## config.mk

```make
export PLATFORM = sky130hd
export DESIGN_NAME = router_pkt_ctrl_flat
export DESIGN_NICKNAME = d
export VERILOG_FILES = /design/src/rtl/router_pkt_ctrl_if.sv /design/src/rtl/router_pkt_ctrl.sv /design/src/flat_wrapper.sv
export SDC_FILE = /design/constraint.sdc
export NUM_CORES = 1
export LEC_CHECK = 0
export ABC_AREA = 1
export BUFFER_PORTS_ARGS = -buffer_cell sky130_fd_sc_hd__buf_2
export CORE_MARGIN = 3
export CORE_UTILIZATION = 57
export DETAILED_ROUTE_END_ITERATION = 8
export PLACE_DENSITY = 0.79
export SYNTH_ARGS = -nofsm -noshare
export SYNTH_HDL_FRONTEND = slang
export SYNTH_SLANG_ARGS = --single-unit
export TNS_END_PERCENT = 10
```

## constraint.sdc

```tcl
create_clock -name clock -period 1.9 [get_ports clock]
set_input_delay 0.285 -clock clock [delete_from_list [all_inputs] [get_ports clock]]
set_output_delay 0.285 -clock clock [all_outputs]
set_load 0.1 [all_outputs]
```

## src/rtl/router_pkt_ctrl_if.sv

```systemverilog
// Byte-stream and FIFO-side signals of the 1x3 router ingress controller.
interface router_pkt_ctrl_if;
  logic       pkt_valid;
  logic [7:0] data_in;
  logic [2:0] fifo_full;
  logic       busy;
  logic [7:0] data_out;
  logic [2:0] write_enb;
  logic       lfd_state;
  logic       parity_done;
  logic       err;
  logic       pkt_dropped;

  // Source/FIFO side (drives the stream and full flags)
  modport master (
    output pkt_valid, data_in, fifo_full,
    input  busy, data_out, write_enb, lfd_state, parity_done, err, pkt_dropped
  );

  // Controller side
  modport slave (
    input  pkt_valid, data_in, fifo_full,
    output busy, data_out, write_enb, lfd_state, parity_done, err, pkt_dropped
  );
endinterface

```

## src/rtl/router_pkt_ctrl.sv

```systemverilog
// Router ingress controller: header decode, FIFO write steering, parity check, drop of invalid-port packets.
module router_pkt_ctrl #(
  parameter logic [1:0] DROP_ADDR = 2'b11
) (
  input  logic              clock,
  input  logic              reset,
  router_pkt_ctrl_if.slave  bus
);

  localparam int unsigned DW = 8;
  localparam int unsigned NF = 3;
  localparam int unsigned CW = 7;

  typedef enum logic [1:0] {IDLE, LOAD, CHECK, DROP} state_t;

  state_t        r_state, w_state_nxt;
  logic [1:0]    r_addr, w_addr_nxt;
  logic [CW-1:0] r_cnt, w_cnt_nxt;
  logic [DW-1:0] r_parity, w_parity_nxt;
  logic [DW-1:0] r_data_out, w_data_out_nxt;
  logic [NF-1:0] r_write_enb, w_write_enb_nxt;
  logic          r_lfd, w_lfd_nxt;
  logic          r_pdone, w_pdone_nxt;
  logic          r_err, w_err_nxt;
  logic          r_drop, w_drop_nxt;
  logic          w_busy;
  logic          w_accept;
  logic [1:0]    w_hdr_addr;
  logic [3:0]    w_full_pad;

  // Address 3 has no FIFO; pad the full vector so any 2-bit address indexes safely
  assign w_hdr_addr = bus.data_in[1:0];
  assign w_full_pad = {1'b0, bus.fifo_full};

  function automatic logic [NF-1:0] onehot(input logic [1:0] a);
    logic [3:0] v;
    v = 4'b0001 << a;
    return v[NF-1:0];
  endfunction

  // State and registered outputs
  always_ff @(posedge clock or posedge reset) begin
    if (reset) begin
      r_state     <= IDLE;
      r_addr      <= '0;
      r_cnt       <= '0;
      r_parity    <= '0;
      r_data_out  <= '0;
      r_write_enb <= '0;
      r_lfd       <= 1'b0;
      r_pdone     <= 1'b0;
      r_err       <= 1'b0;
      r_drop      <= 1'b0;
    end else begin
      r_state     <= w_state_nxt;
      r_addr      <= w_addr_nxt;
      r_cnt       <= w_cnt_nxt;
      r_parity    <= w_parity_nxt;
      r_data_out  <= w_data_out_nxt;
      r_write_enb <= w_write_enb_nxt;
      r_lfd       <= w_lfd_nxt;
      r_pdone     <= w_pdone_nxt;
      r_err       <= w_err_nxt;
      r_drop      <= w_drop_nxt;
    end
  end

  // Next-state, back-pressure and next output values
  always_comb begin
    w_state_nxt     = r_state;
    w_addr_nxt      = r_addr;
    w_cnt_nxt       = r_cnt;
    w_parity_nxt    = r_parity;
    w_data_out_nxt  = r_data_out;
    w_write_enb_nxt = '0;
    w_lfd_nxt       = 1'b0;
    w_pdone_nxt     = 1'b0;
    w_err_nxt       = r_err;
    w_drop_nxt      = 1'b0;
    w_busy          = 1'b0;
    w_accept        = 1'b0;

    case (r_state)
      IDLE: begin
        w_busy   = bus.pkt_valid & (w_hdr_addr != DROP_ADDR) & w_full_pad[w_hdr_addr];
        w_accept = bus.pkt_valid & ~w_busy;
        if (w_accept) begin
          w_addr_nxt   = w_hdr_addr;
          w_cnt_nxt    = CW'(bus.data_in[7:2]) + CW'(1);
          w_parity_nxt = bus.data_in;
          w_err_nxt    = 1'b0;
          if (w_hdr_addr == DROP_ADDR) begin
            w_state_nxt = DROP;
          end else begin
            w_state_nxt     = LOAD;
            w_data_out_nxt  = bus.data_in;
            w_write_enb_nxt = onehot(w_hdr_addr);
            w_lfd_nxt       = 1'b1;
          end
        end
      end
      LOAD: begin
        w_busy   = w_full_pad[r_addr];
        w_accept = bus.pkt_valid & ~w_busy;
        if (w_accept) begin
          w_data_out_nxt  = bus.data_in;
          w_write_enb_nxt = onehot(r_addr);
          w_cnt_nxt       = r_cnt - CW'(1);
          if (r_cnt == CW'(1)) begin
            w_pdone_nxt = 1'b1;
            w_err_nxt   = (bus.data_in != r_parity);
            w_state_nxt = CHECK;
          end else begin
            w_parity_nxt = r_parity ^ bus.data_in;
          end
        end
      end
      CHECK: begin
        w_busy      = 1'b1;
        w_state_nxt = IDLE;
      end
      DROP: begin
        w_accept = bus.pkt_valid;
        if (w_accept) begin
          w_cnt_nxt = r_cnt - CW'(1);
          if (r_cnt == CW'(1)) begin
            w_drop_nxt  = 1'b1;
            w_state_nxt = IDLE;
          end
        end
      end
      default: w_state_nxt = IDLE;
    endcase
  end

  assign bus.busy        = w_busy;
  assign bus.data_out    = r_data_out;
  assign bus.write_enb   = r_write_enb;
  assign bus.lfd_state   = r_lfd;
  assign bus.parity_done = r_pdone;
  assign bus.err         = r_err;
  assign bus.pkt_dropped = r_drop;

endmodule

```

## src/flat_wrapper.sv

```systemverilog
// flat-port wrapper written by rule: the top's interface ports become plain ports
module router_pkt_ctrl_flat 
#(
  parameter logic [1:0] DROP_ADDR = 2'b11
)
  (clock, reset, bus_pkt_valid, bus_data_in, bus_fifo_full, bus_busy, bus_data_out, bus_write_enb, bus_lfd_state, bus_parity_done, bus_err, bus_pkt_dropped);
  router_pkt_ctrl_if bus_i ();
  input  logic clock;
  input  logic reset;
  input wire logic [$bits(bus_i.pkt_valid)-1:0] bus_pkt_valid;
  input wire logic [$bits(bus_i.data_in)-1:0] bus_data_in;
  input wire logic [$bits(bus_i.fifo_full)-1:0] bus_fifo_full;
  output wire logic [$bits(bus_i.busy)-1:0] bus_busy;
  output wire logic [$bits(bus_i.data_out)-1:0] bus_data_out;
  output wire logic [$bits(bus_i.write_enb)-1:0] bus_write_enb;
  output wire logic [$bits(bus_i.lfd_state)-1:0] bus_lfd_state;
  output wire logic [$bits(bus_i.parity_done)-1:0] bus_parity_done;
  output wire logic [$bits(bus_i.err)-1:0] bus_err;
  output wire logic [$bits(bus_i.pkt_dropped)-1:0] bus_pkt_dropped;
  assign bus_i.pkt_valid = bus_pkt_valid;
  assign bus_i.data_in = bus_data_in;
  assign bus_i.fifo_full = bus_fifo_full;
  assign bus_busy = bus_i.busy;
  assign bus_data_out = bus_i.data_out;
  assign bus_write_enb = bus_i.write_enb;
  assign bus_lfd_state = bus_i.lfd_state;
  assign bus_parity_done = bus_i.parity_done;
  assign bus_err = bus_i.err;
  assign bus_pkt_dropped = bus_i.pkt_dropped;
  router_pkt_ctrl #(.DROP_ADDR(DROP_ADDR)) u_core (.clock(clock), .reset(reset), .bus(bus_i));
endmodule
```

=== After elaboration in Yosys (flattened, before gate mapping) ===
Cells that the tools add are included.

* Register bits after elaboration: 34
* Input bits: 14

* Add/sub/neg operators: 2
* $lt $le $gt $ge: 2
* Eq/ne operators: 14
* Shifts and indexed selects: 2
* Multiplexer cells: 40
* Bitwise logic cells: 7
* Reduce and logical (&&, ||, !) cells: 9

{| class="wikitable"
|+ Operators by type and width
! kind !! count
|-
| $mux 8 || 6
|-
| $pmux 8 s2 || 2
|-
| $mux 7 || 3
|-
| $pmux 7 s3 || 1
|-
| $reduce_and 4->1 || 4
|-
| $mux 1 || 13
|-
| $mux 2 || 6
|-
| $mux 3 || 3
|-
| $ne 2x1->1 const B || 4
|-
| $ne 2x2->1 const B || 4
|-
| $ne 8x8->1 || 1
|-
| $pmux 2 s4 || 1
|-
| $xor 8x8->8 || 1
|-
| $add 6x1->7 const B || 1
|-
| $eq 7x1->1 const B || 1
|-
| $sub 7x1->7 const B || 1
|-
| $eq 2x2->1 const B || 3
|-
| $lt 2x3->1 const B || 2
|-
| $pmux 3 s2 || 1
|-
| $shl 1x2->3 const A || 2
|-
| $reduce_and 5->1 || 1
|-
| $and 1x1->1 || 4
|-
| $bmux 1 s2 || 2
|-
| $pmux 1 s3 || 1
|-
| other kinds (7) || 8
|}

=== Logic depth before layout (Yosys ltp) ===
Gate-level depths: netlist of the first run.

* Word-level depth: 7
* Gate-level depth with buffers: 11
* Mapped depth without buffers: 10

=== Least setup slack after synthesis of the first run ===
Ideal clock, no wire load.

* Kind: register to output
* From: register u_core.r_addr[0]
* To: output bus_busy
* Arrival: 2,330 ps
* Required time: 1,615 ps
* Slack: -715 ps
* Cell stages (with the launch flop): 6
* Path through: dfrtp_1 inv_2 nand3_1 a21boi_2 o21a_1 a21oi_1

* Longest elaborated chain between the ends: 3

{| class="wikitable"
|+ Ends and longest elaborated chain
! element !! line !! source
|-
| from (decl) || router_pkt_ctrl.sv:17 || <nowiki>logic [1:0] r_addr, w_addr_nxt;</nowiki>
|-
| from (signal assigned) || router_pkt_ctrl.sv:56 || <nowiki>r_addr <= w_addr_nxt;</nowiki>
|-
| $bmux 1 s2 || router_pkt_ctrl.sv:103 || <nowiki>w_busy = w_full_pad[r_addr];</nowiki>
|-
| $mux 1 (not written as such) || router_pkt_ctrl.sv:103 ||
|-
| $pmux 1 s3 || router_pkt_ctrl.sv:83 || <nowiki>case (r_state)</nowiki>
|-
| to (decl) || flat_wrapper.sv:13 || <nowiki>output wire logic [$bits(bus_i.busy)-1:0] bus_busy;</nowiki>
|}

Every way passes these cells. The select of a mux whose other input is x is not followed.

=== Worst setup path in the final report of the first run ===
Ends and elaborated chain as after synthesis.

==> summary.md, run 1 <==
| Metric | Value |
|---|---|
| Outcome | finished with violations |
| Failing checks | negative setup slack |
| CP Data Required Time | 1.62 ns |
| Avg WL per Cell | 13.6 um |
| Tmin final | 1.91 ns |
| Dominant synthesized flop cell | dfrtp_1 |
| R2R Path End | u_core.r_parity[0] |
| Cell Area, Synth | 2210 um^2 |
| Max Clk Rate | 523 MHz |
| GR Overflow Total | 0 |
| Ys Warns | 0 |
| Iteration-0 DRC Markers | 189 |
| Slew HR | 67.5% |
| Most frequent cells after synthesis | 77 x nand2_1, 35 x nand2_2, 35 x nand3_1, 34 x dfrtp_1, 18 x inv_1 |
| Placed inst area | 2430 um^2 |
| Worst reg2reg path startpoint | u_core.r_addr[1] |
| Largest net degree at the start of global routing | 35 |
| Hold_ws | 0.0752 ns |
| Fin util | 72.0% |
| Routed vias | 2,031 |
| Vias/cell | 5.46 |
| Vias in the first global route | 1,807 |
| Post-synth EDFFs | 0 |
| Clk slew on worst S/H paths | 0.07 ns |
| Final std cells w/o fill | 372 |
| Setup Skew | 0.00480 ns |
| DPL Wire Length | 3610 um |
| Sequential area share after synthesis | 38.6% |
| Final hold vios | 0 |
| Critical Path Sink Type | output port |
| FP Rows | 21 |
| Count leader, synth | nand2_1 |
| Worst reg-to-reg setup slack | 0.27 ns |
| CTS sink count | 34 |
| Final Setup Violations | 1 |
| Switch share | 55.9% |
| Core box area | 3520 um^2 |
| Initial antenna violation count | 0 |
| CP arrival | 1.63 ns |
| I/O pin count | 30 |
| Slew Viols, Final | 0 |
| Leak | 1.35 nW |
| Syn Inst Count | 288 |
| ANT nets after route | 0 |
| Max Buffers Root-to-Sink | 2 |
| Ys async rst share | 100% |
| CTS tree | done |
| Yosys top cell area share | 38.6% |
| Overall power | 4.95 mW |
| Share of cells above drive strength 1 | 31.6% |
| Register bit total from synthesis | 34 |
| GRT Overall Usage | 24.4% |
| Critical Path Start Type | flop |
| Starting Density | 62.7% |
| Combinational power share | 63.4% |
| Period utilization | 101% |
| Nets | 343 |
| Worst Path Max Fanout | 4 |
| CTS root buf | clkbuf_8 |
| Largest cells by area after synthesis | dfrtp_1 39%, nand2_1 13%, nand2_2 9.9%, nand3_1 7.9%, o21ai_0 3.9% |
| Area leader, netlist | dfrtp_1 |
| R2R cell count | 7 |
| # H-tree levels | 2 |
| Worst vdd ir | 1320 uV |
| Syn_nets | 305 |
| Port Buffers | 29 |
| Clk pwr share | 10.2% |
| DRT Pass-1 Iters | 4 |
| Design area | 2530 um^2 |
| Worst Setup Slack, final | -0.0123 ns |
| Sequential share of power | 26.4% |
| Setup CP Type | flop to output port |
| PD cells | 1950 nW/um^2 |
| Area growth syn-to-layout | 14.9% |
| Pint | 2.19 mW |
| Distinct cells, synth | 29 |
| P_sw | 2.76 mW |
| Least-Margin Pin Slew | 0.491 ns |
| Worst-Skew Late Latency | 0.29 ns |
| Class of the tightest hold or removal check | input port to async pin |
| Die area | 4650 um^2 |
| Synthesized area per cell | 7.66 um^2 |
| Max Cap Viol | 0 |
| # DRC | 0 |
| Crit path from | u_core.r_addr[0] |
| GPL Wtd Cong | 0.867 |
| Ant. Diodes | 0 |
| Die Width | 68.2 um |
| Die Ht | 68.2 um |
| TritonCTS Buffers | 5 |
| First-pass GRT wire length | 8400 um |
| DRT Wirelength | 5060 um |
| Placed insts | 363 |
cell families after synthesis:
family | Yosys count | share of synthesized area, %
AO/OA/AOI/OAI | 24 | 6.13
XOR/XNOR | 6 | 2.38
adder cells (fa/ha/maj) | 3 | 1.70
buffers and inverters | 33 | 7.09
flip-flops | 34 | 38.6
AND/OR/NAND/NOR | 188 | 44.1
state kept, by name, indices dropped and copies added, names as in the netlist, 2 cells and up:
signal	count
u_core.bus.write_enb	3
u_core.r_parity	8
u_core.r_state	2
u_core.bus.data_out	8
u_core.r_cnt	7
u_core.r_addr	2
through the flow:
step | TNS (ns) | setup WS [ns]
final | -0.0123 | -0.0123
after global routing | -0.0656 | -0.0656
after CTS | 0 | 0.0157
after detailed placement | 0 | 0.313
after global placement | 0 | 0.358
after floorplan | 0 | 0.178
routing by layer:
metal  global-route usage, %  vias up  part of all wire [%]
li1                        -     1011                     -
met1                    30.7      939                    43
met2                    40.7       67                    48
met3                    6.40       14                   6.2
met4                    7.69        0                   2.6
met5                       0        -                     0
worst max path at each step:
stage | endpoint | slack, ns | cells past startpoint
6_report | bus_busy | -0.01 | 6
3_3_place_gp | u_core.r_parity[5] | 0.36 | 10
2_1_floorplan | bus_busy | 0.18 | 5
5_1_grt | bus_busy | -0.07 | 6
3_5_place_dp | u_core.bus.data_out[0] | 0.31 | 10
4_1_cts | bus_busy | 0.02 | 6
critical path, stage by stage, from the launching register on:
cell and delay (ns):
dfrtp_1 0.41, inv_2 0.09, nand3_1 0.13, a21boi_4 0.18
o21a_1 0.20, a21oi_4 0.14, buf_12 0.19
layout make-up:
type,count,area (um^2)
Clock buffer,5,68.8
Clock inverter,2,10.0
Fill cell,302,987
Inverter,25,93.8
Multi-Input combinational cell,221,1220
Sequential cell,34,851
Tap cell,46,57.6
Timing Repair Buffer,39,235
what timing repair did:
item	CTS	global route
resized for setup	0	1
hold buffers	0	0
endpoints found under the setup margin	0	1
buffers inserted	0	2
power groups by stage:
stage	clock network, mW	logic (mW)	registers [mW]
3_3_place_gp	0	3.02	1.30
5_1_grt	0.555	3.43	1.34
2_1_floorplan	0	1.74	2.04
4_1_cts	0.520	3.09	1.30
6_report	0.507	3.14	1.30
3_5_place_dp	0	3.08	1.31
placed cells by master (no fill, tap or decap), types with 2 or more instances in the layout:
master	Yosys	layout
nand2_1	77	77
nand3_1	35	35
nand2_2	35	35
dfrtp_1	34	34
buf_2	1	28
inv_1	18	18
o21ai_0	17	17
nor2_1	14	14
nand4_1	12	12
buf_4	2	10
inv_2	7	7
xnor2_1	6	6
clkbuf_8	0	5
nand3_2	4	4
nor2_2	3	3
ha_1	3	3
nand2_8	2	2
o21a_1	2	2
nand3b_1	2	2
clkinv_2	0	2
Power figures use the tool's default switching activity.
==> run 2, diff against run 1 <==
Settings changed: GPL_TIMING_DRIVEN from default to 0.
==> summary.md, run 2 (synthesis results as in run 1) <==
| Metric | Value |
|---|---|
| Leak | 1.34 nW (-0.12%) |
| Crit path buffers/inverters | 2 (unchanged) |
| Class of the tightest hold or removal check | input port to flop |
| CP Data Required Time | 1.62 ns (about the same) |
| Die Width | 68.2 um (unchanged) |
| CTS root buf | clkbuf_8 |
| Fillers | 277 (-8.3%) |
| Share of cells above drive strength 1 | 30.2% (-1.4 points) |
| Vias/cell | 5.36 (-1.8%) |
| Worst vdd ir | 1520 uV (+15%) |
| Worst Path Max Fanout | 4 (unchanged) |
| Period utilization | 97.4% (-3.2 points) |
| Setup TNS | 0 ns (+0.0123 ns) |
| P_sw | 2.75 mW (-0.38%) |
| Setup Skew | 0.00441 ns (-0.000388 ns) |
| Least-Margin Pin Slew | 0.517 ns (+0.0260 ns) |
| Core box area | 3520 um^2 (unchanged) |
| FP Rows | 21 (unchanged) |
| Combinational power share | 62.7% (-0.7 points) |
| Largest net degree at the start of global routing | 35 (unchanged) |
| RSZ-0062 raised after global routing | no |
| Final Setup Violations | 0 (-1) |
| Port Buffers | 25 (-14%) |
| Routed vias | 1,990 (-2.0%) |
| Most frequent cells in the layout | 77 x nand2_1, 35 x nand3_1, 35 x nand2_2 |
| Max Buffers Root-to-Sink | 2 (unchanged) |
| Worst path slowest cell | dfrtp_1 |
| ANT nets after route | 0 (unchanged) |
| DRT Pass-1 Iters | 4 (unchanged) |
| Worst reg2reg path startpoint | u_core.r_cnt[1] |
| Setup CP Type | flop to output port |
| Hold_ws | 0.298 ns (+0.223 ns) |
| Clk pwr share | 11.1% (+0.9 points) |
| Max Cap Viol | 0 (unchanged) |
| Slew HR | 65.3% (-2.2 points) |
| GR Overflow Total | 0 (unchanged) |
| Pint | 2.22 mW (+1.4%) |
| Initial antenna violation count | 0 (unchanged) |
| Crit path from | u_core.r_addr[0] |
| CP max stage delay | 0.40 ns (about the same) |
| I/O pin count | 30 (unchanged) |
| Cell family with most CP delay | compound AO/OA/AOI/OAI gates |
| Area growth syn-to-layout | 16.4% |
| Sequential share of power | 26.2% (-0.2 points) |
| Pre-CTS setup slack | 0.108 ns (-0.205 ns) |
| Vias in the first global route | 1,911 (+5.8%) |
| Avg WL per Cell | 13.3 um (-1.8%) |
| GPL Wtd Cong | 0.820 (-5.5%) |
| CTS tree | done |
| Ant. Diodes | 0 (unchanged) |
| Die area | 4650 um^2 (unchanged) |
| # H-tree levels | 2 (unchanged) |
| CP arrival | 1.57 ns (-0.06 ns) |
| Critical Path Sink Type | output port |
| Critical Path Start Type | flop |
| Max Clk Rate | 540 MHz (+3.3%) |
| Outcome | finished, final reports clean |
| First-pass GRT wire length | 8360 um (-0.50%) |
| PD cells | 1940 nW/um^2 (-0.93%) |
| # DRC | 0 (unchanged) |
| Die Ht | 68.2 um (unchanged) |
| Commonest non-fill, non-tap cell in the layout | nand2_1 |
| GRT Overall Usage | 24.2% (-0.17 points) |
| Iteration-0 DRC Markers | 171 (-9.5%) |
| Clk slew on worst S/H paths | 0.07 ns (about the same) |
| Starting Density | 62.7% (unchanged) |
| CTS sink count | 34 (unchanged) |
| Tmin final | 1.85 ns (-0.0608 ns) |
| Nets | 341 (-0.58%) |
| Switch share | 55.4% (-0.43 points) |
| TritonCTS Buffers | 5 (unchanged) |
| Worst Setup Slack, final | 0.0485 ns (+0.0608 ns) |
| CP cell instances | inv_2 -> nand3_1 -> a21boi_4 -> o21a_1 -> a21oi_4 -> buf_12 |
| HP Start | bus_data_in[0] |
| DRT Wirelength | 4950 um (-2.1%) |
| Slew Viols, Final | 0 (unchanged) |
| Final hold vios | 0 (unchanged) |
| Worst-Skew Late Latency | 0.28 ns (about the same) |
| DPL Wire Length | 3500 um (-2.9%) |
[run 2: power by group through the flow]
stage	Clock, mW	Sequential, mW	Combinational, mW
global placement	0	1.30	2.93
detailed placement	0	1.31	2.98
finish	0.552	1.30	3.12
global route	0.599	1.34	3.40
CTS	0.571	1.30	3.09
floorplan	0	2.04	1.74
[run 2: final timing paths]
kind                                                to  slack (ns)  cells after the start
max in group asynchronous           u_core.r_parity[3]        0.95                      4
worst max register to register       u_core.r_state[1]        0.18                     10
worst max-delay path                          bus_busy        0.05                      6
worst min register to register  u_core.bus.data_out[0]        0.49                      2
worst min-delay path            u_core.bus.data_out[0]        0.30                      3
min in group asynchronous       u_core.bus.data_out[7]        0.51                      3
[run 2: layer usage]
| metal | part of all wire, % | GRT usage [%] | up-vias |
|---|---|---|---|
| met2 | 49 | 40.1 | 72 |
| met1 | 43 | 30.7 | 903 |
| li1 | - | - | 1007 |
| met4 | 1.5 | 8.19 | 0 |
| met3 | 6.5 | 6.08 | 8 |
| met5 | 0 | 0 | - |
[run 2: worst min-delay path, delay by kind of cell]
family                 cells  cell delay (ns)
AND/OR/NAND/NOR            2             0.14
buffers and inverters      1             0.12
[run 2: timing repair]
action	4_1_cts	5_1_grt
resized for setup	4	3
setup buffers	2	0
cloned	0	0
hold buffers	0	1
endpoints found under the setup margin	1	1
endpoints found under the hold margin	0	11
[run 2: layout make-up]
| class | instances | area (um^2) | area share [%] |
|---|---|---|---|
| plain buffers | 8 | 63.8 | 2.49 |
| clock buffers | 7 | 86.3 | 3.36 |
| clock inverters | 1 | 5.00 | 0.195 |
| inverters | 25 | 93.8 | 3.65 |
| multi-input cells | 221 | 1220 | 47.4 |
| flip-flops and latches | 34 | 851 | 33.1 |
| well taps | 46 | 57.6 | 2.24 |
| repair buffers | 29 | 193 | 7.50 |
[run 2: per-stage QoR]
| step | instance area (um^2) | util (%) | total power [mW] | std cells |
|---|---|---|---|---|
| after CTS | 2520 | 71.6 | 4.95 | 369 |
| after floorplan | 2220 | - | 3.78 | 288 |
| after detailed placement | 2400 | 68.2 | 4.29 | 359 |
| after global routing | 2570 | 72.9 | 5.34 | 371 |
| final | 2570 | 72.9 | 4.97 | 371 |
| after global placement | 2400 | 68.2 | 4.24 | 359 |
